### config.mk
export PLATFORM = sky130hd
export DESIGN_NAME = sensor_frame_stat
export DESIGN_NICKNAME = d
export VERILOG_FILES = /design/src/rtl/sensor_frame_stat.sv
export SDC_FILE = /design/constraint.sdc
export NUM_CORES = 1
export LEC_CHECK = 0
export ABC_AREA = 1
export CORE_MARGIN = 2
export CORE_UTILIZATION = 35
export CTS_CLUSTER_DIAMETER = 200
export DETAILED_ROUTE_END_ITERATION = 16
export PLACE_DENSITY = 0.63
export SLEW_MARGIN = 15
export SYNTH_ARGS = -nofsm -noshare
export SYNTH_HDL_FRONTEND = slang
export SYNTH_SLANG_ARGS = --single-unit
### constraint.sdc
create_clock -name clk -period 4.05 [get_ports clk]
set_input_delay 0.6075 -clock clk [delete_from_list [all_inputs] [get_ports clk]]
set_output_delay 0.6075 -clock clk [all_outputs]
set_load 0.03 [all_outputs]
### src/rtl/sensor_frame_stat.sv
// Frame-geometry monitor: measures pixels/line and lines/frame, flags sticky geometry errors.
// Optional per-frame pixel checksum when SENSOR_FRAME_STAT_CHECKSUM_EN is defined.
module sensor_frame_stat #(
    parameter int WIDTH_BITS = 14
) (
    input  logic                  clk,
    input  logic                  rst_n,
    input  logic                  en,
    input  logic                  vacts,
    input  logic                  ihact,
    input  logic [15:0]           ipxd,
    input  logic [WIDTH_BITS-1:0] hact_length,
    input  logic [WIDTH_BITS-1:0] vact_lines,
    input  logic                  err_clr,
    output logic [WIDTH_BITS-1:0] line_len,
    output logic [WIDTH_BITS-1:0] frame_lines,
    output logic                  frame_done,
    output logic                  frame_ok,
    output logic                  err_width,
    output logic                  err_height,
    output logic                  err_vact_in_line
`ifdef SENSOR_FRAME_STAT_CHECKSUM_EN
    ,
    output logic [15:0]           frame_sum
`endif
);

    localparam int W = WIDTH_BITS;
    localparam logic [W-1:0] CNT_MAX = {W{1'b1}};

    typedef enum logic [1:0] {IDLE, GAP, LINE} state_t;

    state_t         state_q, state_d;
    logic [W-1:0]   pix_cnt_q, pix_cnt_d;
    logic [W-1:0]   line_cnt_q, line_cnt_d;
    logic           frame_bad_q, frame_bad_d;
    logic           wait_low_q, wait_low_d;
    logic [W-1:0]   line_len_q, line_len_d;
    logic [W-1:0]   frame_lines_q, frame_lines_d;
    logic           frame_done_q, frame_done_d;
    logic           frame_ok_q, frame_ok_d;
    logic           err_width_q, err_width_d;
    logic           err_height_q, err_height_d;
    logic           err_vil_q, err_vil_d;
`ifdef SENSOR_FRAME_STAT_CHECKSUM_EN
    logic [15:0]    line_acc_q, line_acc_d;
    logic [15:0]    frame_acc_q, frame_acc_d;
    logic [15:0]    frame_sum_q, frame_sum_d;
`else
    logic           unused_pxd;
    assign unused_pxd = ^ipxd;
`endif

    // Expected counts are widened so hact_length/vact_lines of all-ones do not wrap.
    logic [W:0] exp_pix, exp_lines;
    assign exp_pix   = {1'b0, hact_length} + 1'b1;
    assign exp_lines = {1'b0, vact_lines} + 1'b1;

    logic           line_close, frame_close, line_start, set_w, set_h, set_v;
    logic [W-1:0]   lines_now;
    logic           bad_now;

    always_comb begin
        state_d       = state_q;
        pix_cnt_d     = pix_cnt_q;
        line_cnt_d    = line_cnt_q;
        frame_bad_d   = frame_bad_q;
        wait_low_d    = wait_low_q;
        line_len_d    = line_len_q;
        frame_lines_d = frame_lines_q;
        frame_done_d  = 1'b0;
        frame_ok_d    = frame_ok_q;
        err_width_d   = err_width_q;
        err_height_d  = err_height_q;
        err_vil_d     = err_vil_q;
`ifdef SENSOR_FRAME_STAT_CHECKSUM_EN
        line_acc_d    = line_acc_q;
        frame_acc_d   = frame_acc_q;
        frame_sum_d   = frame_sum_q;
`endif
        line_close  = 1'b0;
        frame_close = 1'b0;
        line_start  = 1'b0;
        set_w       = 1'b0;
        set_h       = 1'b0;
        set_v       = 1'b0;
        lines_now   = line_cnt_q;
        bad_now     = frame_bad_q;

        if (!en) begin
            state_d = IDLE;
        end else begin
            case (state_q)
                IDLE: begin
                    if (vacts) begin
                        state_d     = GAP;
                        pix_cnt_d   = '0;
                        line_cnt_d  = '0;
                        frame_bad_d = 1'b0;
                        wait_low_d  = 1'b0;
`ifdef SENSOR_FRAME_STAT_CHECKSUM_EN
                        frame_acc_d = '0;
`endif
                        line_start  = ihact;
                    end
                end
                GAP: begin
                    if (!ihact) wait_low_d = 1'b0;
                    frame_close = vacts;
                    line_start  = ihact && !wait_low_q;
                end
                LINE: begin
                    if (ihact && vacts) begin
                        // Partial line is dropped; hold off until ihact is seen low.
                        set_v       = 1'b1;
                        frame_close = 1'b1;
                        wait_low_d  = 1'b1;
                        state_d     = GAP;
                    end else if (ihact) begin
                        pix_cnt_d = (pix_cnt_q == CNT_MAX) ? CNT_MAX : pix_cnt_q + 1'b1;
`ifdef SENSOR_FRAME_STAT_CHECKSUM_EN
                        line_acc_d = line_acc_q + ipxd;
`endif
                    end else begin
                        line_close  = 1'b1;
                        frame_close = vacts;
                        state_d     = GAP;
                    end
                end
                default: state_d = IDLE;
            endcase

            if (line_close) begin
                line_len_d  = pix_cnt_q;
                lines_now   = (line_cnt_q == CNT_MAX) ? CNT_MAX : line_cnt_q + 1'b1;
                set_w       = ({1'b0, pix_cnt_q} != exp_pix);
                bad_now     = frame_bad_q | set_w;
                line_cnt_d  = lines_now;
                frame_bad_d = bad_now;
`ifdef SENSOR_FRAME_STAT_CHECKSUM_EN
                frame_acc_d = frame_acc_q + line_acc_q;
`endif
            end

            if (frame_close) begin
                set_h         = ({1'b0, lines_now} != exp_lines);
                frame_lines_d = lines_now;
                frame_ok_d    = !(bad_now | set_h | set_v);
                frame_done_d  = 1'b1;
                line_cnt_d    = '0;
                frame_bad_d   = 1'b0;
`ifdef SENSOR_FRAME_STAT_CHECKSUM_EN
                frame_sum_d   = frame_acc_d;
                frame_acc_d   = '0;
`endif
            end

            if (line_start) begin
                state_d   = LINE;
                pix_cnt_d = {{(W-1){1'b0}}, 1'b1};
`ifdef SENSOR_FRAME_STAT_CHECKSUM_EN
                line_acc_d = ipxd;
`endif
            end

            // A set in the same cycle as err_clr wins.
            err_width_d  = set_w | (err_width_q  & !err_clr);
            err_height_d = set_h | (err_height_q & !err_clr);
            err_vil_d    = set_v | (err_vil_q    & !err_clr);
        end
    end

    always_ff @(posedge clk or negedge rst_n) begin
        if (!rst_n) begin
            state_q       <= IDLE;
            pix_cnt_q     <= '0;
            line_cnt_q    <= '0;
            frame_bad_q   <= 1'b0;
            wait_low_q    <= 1'b0;
            line_len_q    <= '0;
            frame_lines_q <= '0;
            frame_done_q  <= 1'b0;
            frame_ok_q    <= 1'b0;
            err_width_q   <= 1'b0;
            err_height_q  <= 1'b0;
            err_vil_q     <= 1'b0;
        end else begin
            state_q       <= state_d;
            pix_cnt_q     <= pix_cnt_d;
            line_cnt_q    <= line_cnt_d;
            frame_bad_q   <= frame_bad_d;
            wait_low_q    <= wait_low_d;
            line_len_q    <= line_len_d;
            frame_lines_q <= frame_lines_d;
            frame_done_q  <= frame_done_d;
            frame_ok_q    <= frame_ok_d;
            err_width_q   <= err_width_d;
            err_height_q  <= err_height_d;
            err_vil_q     <= err_vil_d;
        end
    end

`ifdef SENSOR_FRAME_STAT_CHECKSUM_EN
    always_ff @(posedge clk or negedge rst_n) begin
        if (!rst_n) begin
            line_acc_q  <= '0;
            frame_acc_q <= '0;
            frame_sum_q <= '0;
        end else begin
            line_acc_q  <= line_acc_d;
            frame_acc_q <= frame_acc_d;
            frame_sum_q <= frame_sum_d;
        end
    end
    assign frame_sum = frame_sum_q;
`endif

    assign line_len         = line_len_q;
    assign frame_lines      = frame_lines_q;
    assign frame_done       = frame_done_q;
    assign frame_ok         = frame_ok_q;
    assign err_width        = err_width_q;
    assign err_height       = err_height_q;
    assign err_vact_in_line = err_vil_q;

endmodule

==> results by group, run 1 <==
Setup path
  – Kind of critical path: input pin to flop
  – CP arrival: 2.96 ns
  – R2R setup slack: 1.32 ns
  – Crit-path cells: clkdlybuf4s50_1 > nor2_2 > inv_1 > nor2_1 > inv_1 > nor2_1 > buf_4 > o21ai_0 > o21ai_0
  – Crit. End Element: flop
  – Max stage delay on crit path: 0.60 ns
  – RR Endpoint: line_cnt_q[1]$_DFFE_PN0P_
  – CP Launch Point: ihact
  – Register-to-Register Path Depth: 11
  – Slowest stage cell, crit path: inv_1
  – CP startpoint kind: input pin
  – Worst-path fanout max: 30
  – Worst path required time: 4.25 ns
  – Reg2reg start: state_q[0]$_DFFE_PN0P_

Floorplanning
  – Row cnt: 42
  – Total core area: 0.0133 mm^2
  – Die area: 0.0148 mm^2
  – Io pins: 83
  – Die X: 122 um
  – Initial Utilization: 36.2%
  – DIE HEIGHT: 122 um

Placement
  – Placed instance area: 0.00567 mm^2
  – GP Congestion: 0.870
  – Worst slack, placed: 0.946 ns
  – Placed insts: 971
  – Port Buffers: 66
  – Hpwl dp: 10.2 mm

Yosys
  – Synth Flop Type: dfrtp_1
  – #FFs+latches synth: 65
  – Register area share after synthesis: 33.7%
  – Mapped cell area: 0.00483 mm^2
  – Synthesized Nets: 798
  – Leading area contributor after synthesis: dfrtp_1
  – Most frequent cells after synthesis: nand2_1 (237), inv_1 (91), nor2_1 (71), o21ai_0 (70), nand3_1 (66)
  – Post-synth EDFFs: 0
  – Ys async rst share: 100%
  – Syn. warnings: 0
  – Count leader, synth: nand2_1
  – Distinct cells, synth: 33
  – Top cells by area, synth: dfrtp_1 (34%), nand2_1 (18%), o21ai_0 (7.2%)
  – Syn Inst Count: 740
  – Top-area cell type share of the netlist area: 33.7%
  – Syn avg cell area: 6.53 um^2

Route
  – # DRC: 0
  – DR pass1 iterations: 5
  – DR vias: 4855
  – First DRT Iteration DRCs: 316
  – Remaining antenna violation count: 0
  – Final Routed Wirelength: 13.3 mm
  – DR WL/cell: 13.5 um
  – Via/cell ratio: 4.92

Run
  – Max Cap Viol: 0

Cells and area
  – Antenna cells: 0
  – Non-Filler Instances: 987
  – Area delta synth->final: 23.5%
  – Cell area after layout: 0.00597 mm^2
  – Ratio of cells with drive above 1 in the final layout: 6.91%
  – # fillers: 1384
  – # nets final: 864

Hold path
  – Hold Path Class: input pin to async pin

Power
  – Pwr/cell area: 471 mW/mm^2
  – VDD IR max: 197 uV
  – Pleak: 2.83 nW

Global routing
  – Vias in the first global route: 4447
  – Largest net degree at the start of global routing: 42
  – GR Overflow Total: 0
  – First-pass GRT wire length: 21.7 mm
  – Total track usage: 18.6%
  – Initial antenna violation count: 0

CTS
  – CTS tree: yes
  – CTS max path bufs: 2
  – Worst skew pair latency: 0.34 ns
  – Cts-stage hold buffer count: 0
  – CTS Buf Count: 9
  – Cts repair resizes: 0
  – Postcts setup bufs: 0
  – CTS root buf: clkbuf_16
  – Clock slew at reported path FFs: 0.06 ns
  – Clk sinks: 65
  – Max H-tree Level: 3

STA
  – Endpoints failing setup: 0
  – Min Hold Slack: 0.273 ns
  – RSZ-0062 raised after global routing: false
  – Pins Over Slew Limit: 0
  – Max Freq: 362 MHz
  – Final worst slack: 1.29 ns
  – Worst Tran Pin Value: 0.777 ns
  – Fin crit share: 68.2%
  – Rel. slew slack: 48.1%
  – Layout Skew: 0.0101 ns
  – Crit path time final: 2.76 ns
  – Sum Neg Setup Slack: 0 ns
  – Final hold vios: 0

Run status
  – Outcome: completed
[state kept, by name, summed over array words and instances, names as in the netlist]
register	cells
frame_ok	1
line_cnt_q	14
frame_done	1
frame_bad_q	1
pix_cnt_q	14
wait_low_q	1
err_width	1
line_len	14
frame_lines	14
err_vact_in_line	1
err_height	1
state_q	2
[per-stage QoR]
step	power, mW	util, %
finish	2.81	44.7
CTS	2.83	44.7
global placement	2.03	42.5
detailed placement	2.04	42.5
global route	2.98	44.7
floorplan	1.58	-
[power breakdown]
group          switching (mW)  leakage [nW]  internal, mW
logic                   0.682          1.82         0.426
clock network           0.309         0.131         0.477
registers               0.107         0.876         0.807
[layer usage]
metal  wire (um)  GRT usage, %  up-vias
met5           0             0        -
met4         211          5.39        0
met3         541          3.38       21
met2        5930          29.0      109
met1        6650          26.4     2200
li1            -             -     2525
[worst max path at each step]
stage,endpoint,depth (start not counted)
final,line_cnt_q[1]$_DFFE_PN0P_,9
after global routing,line_cnt_q[1]$_DFFE_PN0P_,11
after CTS,line_cnt_q[1]$_DFFE_PN0P_,9
after detailed placement,line_cnt_q[1]$_DFFE_PN0P_,9
after global placement,line_cnt_q[1]$_DFFE_PN0P_,9
after floorplan,frame_ok$_DFFE_PN0P_,13
[worst max-delay path: cells and delay by family]
kind	cells	cell delay [ns]
buffers and inverters	4	1.90
and+or+nand+nor	3	0.27
AOI/OAI and AO/OA	2	0.18
[cell type report]
type | instances | area [um^2] | area share (%)
clock inverter | 6 | 68.8 | 1.15
multi-input combinational | 565 | 2780 | 46.5
inverter | 94 | 353 | 5.91
clock buffer | 10 | 229 | 3.84
sequential | 65 | 1630 | 27.3
tap | 176 | 220 | 3.69
timing repair buffer | 71 | 693 | 11.6
[cell usage in the layout (no fill, tap or decap), types with 2 or more instances in the layout]
cell             netlist  layout
o22ai_1                4       4
nor3_2                 3       3
dfrtp_1               65      65
xor2_1                18      18
nand3_1               66      66
ha_1                   8       8
nor2_1                71      71
nand3b_1               4       4
inv_2                  3       3
nor2_2                 4       4
xnor2_1                7       7
nor4_1                 2       2
nand2_1              237     237
inv_1                 91      91
o21ai_0               70      70
nand2_2               11      11
nor3_1                 5       5
a21oi_1                9       9
clkbuf_16              0       9
a31oi_1                8       8
buf_4                  0       5
o211ai_1               3       3
nand3_2                7       7
clkdlybuf4s50_1        0      65
clkinvlp_4             0       4
o21bai_1               2       2
or2_2                  2       2
nand4_1               17      17
nor2_4                 3       3
[logic make-up (layout without fill, tap and decap cells)]
| group | count (synthesis) | count (layout) | synth area share (%) |
|---|---|---|---|
| adders and majority gates | 8 | 8 | 2.07 |
| buffers and inverters | 110 | 181 | 8.90 |
| and+or+nand+nor | 434 | 434 | 40.0 |
| AOI/OAI and AO/OA | 98 | 98 | 10.8 |
| xor gates and xnor gates | 25 | 25 | 4.53 |
| DFF | 65 | 65 | 33.7 |
Note: power is estimated with default switching activity, not from simulation.
==> run 2: changes to the inputs <==
==> constraint.sdc (replaced) <==
create_clock -name clk -period 2.6 [get_ports clk]
set_input_delay 0.39 -clock clk [delete_from_list [all_inputs] [get_ports clk]]
set_output_delay 0.39 -clock clk [all_outputs]
set_load 0.03 [all_outputs]
==> run 2 against run 1 <==
- sequential share of layout area shrank 0.98 points
- die area stayed put
- cell count rose by 2.1%
- non-clock buffer count increased by 21
- register-to-register slack worse by 1.1 ns
- via count rose by 2.1%
- first-iteration DRC count is 35% higher
- design area increased by 3.7%
- core utilization rose by 1.7 points
- routed wire length grew 0.33%
- flip-flop and latch count unchanged
- global-route usage up 0.62 points
==> results by group, run 2 (same netlist as run 1, synthesis figures left out) <==
Route
  – Via/cell ratio: 4.92
  – DR pass1 iterations: 5
  – First DRT Iteration DRCs: 426
  – Final Routed Wirelength: 13.4 mm
  – Remaining antenna violation count: 0
  – DR vias: 4957
  – # DRC: 0
  – DR WL/cell: 13.3 um

Setup path
  – CP startpoint kind: flop
  – RR Endpoint: err_height$_DFFE_PN0P_
  – Register-to-Register Path Depth: 17
  – Reg2reg start: line_cnt_q[1]$_DFFE_PN0P_
  – CP Launch Point: line_cnt_q[1]$_DFFE_PN0P_
  – CP arrival: 2.58 ns
  – Crit. End Element: flop
  – Worst-path fanout max: 14
  – R2R setup slack: 0.25 ns
  – Kind of critical path: flop to flop
  – Worst path required time: 2.83 ns

Placement
  – Worst slack, placed: 0.0297 ns
  – Port Buffers: 66
  – GP Congestion: 0.870
  – Hpwl dp: 10.2 mm
  – Placed instance area: 0.00584 mm^2

STA
  – Worst Tran Pin Value: 0.568 ns
  – RSZ-0062 raised after global routing: false
  – Crit path time final: 2.35 ns
  – Final hold vios: 0
  – Pins Over Slew Limit: 0
  – Fin crit share: 90.5%
  – Final worst slack: 0.247 ns
  – Layout Skew: 0.00628 ns
  – Endpoints failing setup: 0
  – Rel. slew slack: 62.0%
  – Sum Neg Setup Slack: 0 ns
  – Max Freq: 425 MHz

Floorplanning
  – Die area: 0.0148 mm^2
  – Total core area: 0.0133 mm^2
  – Io pins: 83
  – Die X: 122 um
  – DIE HEIGHT: 122 um
  – Row cnt: 42
  – Initial Utilization: 36.2%

Power
  – Pwr/cell area: 750 mW/mm^2
  – VDD IR max: 375 uV
  – Pleak: 2.97 nW
  – Total design power: 4.64 mW

CTS
  – CTS root buf: clkbuf_16
  – CTS max path bufs: 2
  – Postcts setup bufs: 0
  – CTS tree: yes
  – Max H-tree Level: 3
  – CTS Buf Count: 9
  – Clk sinks: 65
  – Clock slew at reported path FFs: 0.06 ns
  – Worst skew pair latency: 0.34 ns

Global routing
  – Total track usage: 19.2%
  – Largest net degree at the start of global routing: 66
  – First-pass GRT wire length: 22.3 mm
  – Initial antenna violation count: 0
  – GR Overflow Total: 0
  – Vias in the first global route: 4521

Cells and area
  – # fillers: 1418
  – Most frequent cells in the layout: nand2_1 (237), inv_1 (91), nor2_1 (71)
  – Cell area after layout: 0.00619 mm^2
  – # nets final: 885
  – Ratio of cells with drive above 1 in the final layout: 9.25%
  – Area delta synth->final: 28.1%
  – Commonest non-fill, non-tap cell in the layout: nand2_1
  – Antenna cells: 0

Run
  – Max Cap Viol: 0

Hold path
  – Hold Path Class: input pin to async pin

Run status
  – Outcome: completed
## run 2: changes by cell type in the layout (fill, tap and decap cells not counted), sizes merged
cell | previous run | this run
buf | 6 | 27
clkbuf | 10 | 11
clkinvlp | 4 | 1
bufinv | 1 | 3
## run 2: cell type report
cell class | instances | area (um^2) | share of cell area (%)
multi-input combinational | 565 | 2780 | 44.9
sequential | 65 | 1630 | 26.3
timing repair buffer | 92 | 863 | 13.9
inverter | 94 | 353 | 5.70
clock buffer | 11 | 243 | 3.92
tap | 176 | 220 | 3.56
clock inverter | 5 | 103 | 1.66
## run 2: how the worst max path moves through the flow
stage / to / slack [ns] / cells after the start
2_1_floorplan: line_cnt_q[10]$_DFFE_PN0P_ / 0.71 / 9
3_3_place_gp: err_height$_DFFE_PN0P_ / 0.05 / 15
3_5_place_dp: err_height$_DFFE_PN0P_ / 0.03 / 15
4_1_cts: err_height$_DFFE_PN0P_ / 0.22 / 16
5_1_grt: err_height$_DFFE_PN0P_ / 0.02 / 17
6_report: err_height$_DFFE_PN0P_ / 0.25 / 17
## run 2: routing by layer
metal | part of all wire [%] | GRT usage [%]
met5 | 0 | 0
met4 | 1.5 | 5.53
met2 | 45 | 30.1
met3 | 5.1 | 3.34
met1 | 48 | 27.3
## run 2: worst max-delay path, cell delays in order, from the launching register on
cell and delay [ns]:
dfrtp_1 0.39, ha_1 0.24, nand2_2 0.08, nor2_4 0.11, nand2_2 0.08, inv_2 0.06
nand2_2 0.20, buf_4 0.25, nand3_2 0.10, nand2_2 0.07, nand2_1 0.06, nand2_1 0.05
nor2_1 0.14, nand2_1 0.07, nor2_1 0.10, nand3_1 0.13, nand2_1 0.08, nand2_1 0.04
## run 2: metrics by stage
stage,hold slack (ns),instances,util (%)
floorplan,0.0944,740,-
global placement,0.434,992,43.7
detailed placement,0.441,992,43.7
CTS,0.0801,1008,46.3
global route,0.101,1008,46.4
finish,0.0548,1008,46.4
## run 2: where the power goes
group	switching (mW)	leakage, nW	total, mW	internal (mW)
clock network	0.471	0.166	1.43	0.961
registers	0.162	0.876	1.42	1.26
logic	1.09	1.93	1.79	0.703
## run 2: timing repair
action / in CTS / in global routing
hold buffers: 0 / 0
endpoints found under the setup margin: 0 / 1
gates resized for setup: 0 / 1
==> run 3: changes to the inputs <==
--- a/config.mk
+++ b/config.mk
@@ -10,6 +10,7 @@
 export CORE_UTILIZATION = 35
 export CTS_CLUSTER_DIAMETER = 200
 export DETAILED_ROUTE_END_ITERATION = 16
+export GPL_TIMING_DRIVEN = 0
 export PLACE_DENSITY = 0.63
 export SLEW_MARGIN = 15
 export SYNTH_ARGS = -nofsm -noshare
==> run 3 against run 2 <==
- worst setup slack got worse by 0.029 ns
- clock-buffer cell count fell by 1
- flip-flop and latch count did not move
- critical endpoint is now line_cnt_q[9]$_DFFE_PN0P_
- largest power group unchanged
==> results by group, run 3 (same netlist as run 1, synthesis figures left out) <==
Run status
  – Outcome: completed

Setup path
  – CP arrival: 2.59 ns
  – Reg2reg start: state_q[0]$_DFFE_PN0P_
  – Kind of critical path: flop to flop
  – R2R setup slack: 0.22 ns
  – Worst-path fanout max: 10
  – Worst path required time: 2.81 ns
  – CP startpoint kind: flop
  – RR Endpoint: line_cnt_q[9]$_DFFE_PN0P_
  – Crit. End Element: flop
  – Register-to-Register Path Depth: 9

Cells and area
  – Cell area after layout: 0.00610 mm^2
  – Antenna cells: 0
  – Register area: 0.00163 mm^2
  – Most frequent cells in the layout: nand2_1 (237), inv_1 (90), o21ai_0 (70)
  – Area delta synth->final: 26.2%
  – Ratio of cells with drive above 1 in the final layout: 8.25%
  – Commonest non-fill, non-tap cell in the layout: nand2_1
  – Non-Filler Instances: 1000
  – Area taken by multi-input logic gates: 0.00280 mm^2
  – # fillers: 1373
  – # nets final: 877

Route
  – DR WL/cell: 14.0 um
  – # DRC: 0
  – Remaining antenna violation count: 0
  – DR vias: 4966
  – Via/cell ratio: 4.97
  – First DRT Iteration DRCs: 311
  – DR pass1 iterations: 5
  – Final Routed Wirelength: 14.0 mm

Power
  – Pleak: 2.90 nW
  – VDD IR max: 346 uV
  – Pwr/cell area: 741 mW/mm^2

Floorplanning
  – Row cnt: 42
  – Io pins: 83
  – Die area: 0.0148 mm^2
  – Initial Utilization: 36.2%
  – Die X: 122 um
  – DIE HEIGHT: 122 um
  – Total core area: 0.0133 mm^2

Placement
  – Port Buffers: 66
  – Worst slack, placed: -0.268 ns
  – Hpwl dp: 10.8 mm
  – Placed insts: 983
  – GP Congestion: 0.938
  – Placed instance area: 0.00574 mm^2

STA
  – Endpoints failing setup: 0
  – Pins Over Slew Limit: 0
  – Worst Tran Pin Value: 0.551 ns
  – Max Freq: 420 MHz
  – Crit path time final: 2.38 ns
  – Rel. slew slack: 63.1%
  – Fin crit share: 91.6%
  – Final hold vios: 0
  – Layout Skew: 0.00526 ns
  – Final worst slack: 0.217 ns
  – RSZ-0062 raised after global routing: false

Global routing
  – Initial antenna violation count: 0
  – Largest net degree at the start of global routing: 53
  – Vias in the first global route: 4558
  – GR Overflow Total: 0
  – First-pass GRT wire length: 22.9 mm
  – Total track usage: 19.6%

Run
  – Max Cap Viol: 0

CTS
  – CTS tree: yes
  – CTS root buf: clkbuf_16
  – Postcts setup bufs: 0
  – CTS Buf Count: 9
  – Clk sinks: 65
  – CTS max path bufs: 2
  – Worst skew pair latency: 0.34 ns
  – Max H-tree Level: 3
  – Clock slew at reported path FFs: 0.06 ns

Hold path
  – Hold Path Class: input pin to async pin
[run 3: cell types whose count changed in the layout (fill, tap and decap cells not counted), moves of 2 or more]
cell,before,now
buf_2,1,6
buf_4,25,1
clkinv_4,0,2
nor2_1,71,69
clkbuf_2,0,4
clkbuf_1,1,5
[run 3: timing repair]
action / in CTS / in global routing
hold buffers: 1 / 0
hold endpoints to repair: 13 / 0
setup endpoints to repair: 10 / 27
resized for setup: 1 / 12
[run 3: layer usage]
layer | part of all wire [%] | up-vias | track usage, %
li1 | - | 2550 | -
met1 | 48 | 2278 | 27.7
met2 | 46 | 126 | 31.4
met3 | 5.6 | 12 | 3.76
met4 | 1.1 | 0 | 3.66
met5 | 0 | - | 0
[run 3: final cells by class]
class	count	share of cell area (%)
Multi-Input combinational cell	565	45.8
Sequential cell	65	26.7
Timing Repair Buffer	68	11.4
Inverter	94	5.79
Clock buffer	10	3.75
Tap cell	176	3.61
Clock inverter	6	1.52
Buffer	16	1.37
[run 3: worst max-delay path by stage]
stage	from	to	cells past startpoint
3_5_place_dp	hact_length[0]	frame_ok$_DFFE_PN0P_	14
3_3_place_gp	rst_n	line_len[4]$_DFFE_PN0P_	1
6_report	state_q[0]$_DFFE_PN0P_	line_cnt_q[9]$_DFFE_PN0P_	9
2_1_floorplan	state_q[0]$_DFFE_PN0P_	line_cnt_q[10]$_DFFE_PN0P_	9
4_1_cts	hact_length[0]	frame_ok$_DFFE_PN0P_	14
5_1_grt	state_q[0]$_DFFE_PN0P_	err_height$_DFFE_PN0P_	16
[run 3: report_power, final]
group	leakage, nW	internal (mW)	switching (mW)
Clock	0.149	0.843	0.485
Combinational	1.88	0.675	1.09
Sequential	0.876	1.26	0.170
Total	2.90	2.77	1.74
[run 3: per-stage QoR]
stage / util, % / setup TNS (ns) / power [mW] / hold WS [ns]
floorplan: - / 0 / 2.46 / 0.0944
global placement: 42.8 / -82.51 / 3.19 / 0.465
detailed placement: 43.0 / -2.48 / 3.20 / 0.267
CTS: 45.5 / 0 / 4.54 / 0.450
global route: 45.7 / 0 / 4.78 / 0.467
finish: 45.7 / 0 / 4.52 / 0.444
[run 3: critical path, stage by stage (launching register included)]
cell and delay [ns]:
dfrtp_1 0.40, inv_1 0.10, ha_1 0.22, inv_1 0.11, nor2_2 0.15, inv_1 0.10, clkbuf_2 0.23, a31oi_1 0.47
clkbuf_2 0.34, o21ai_0 0.13
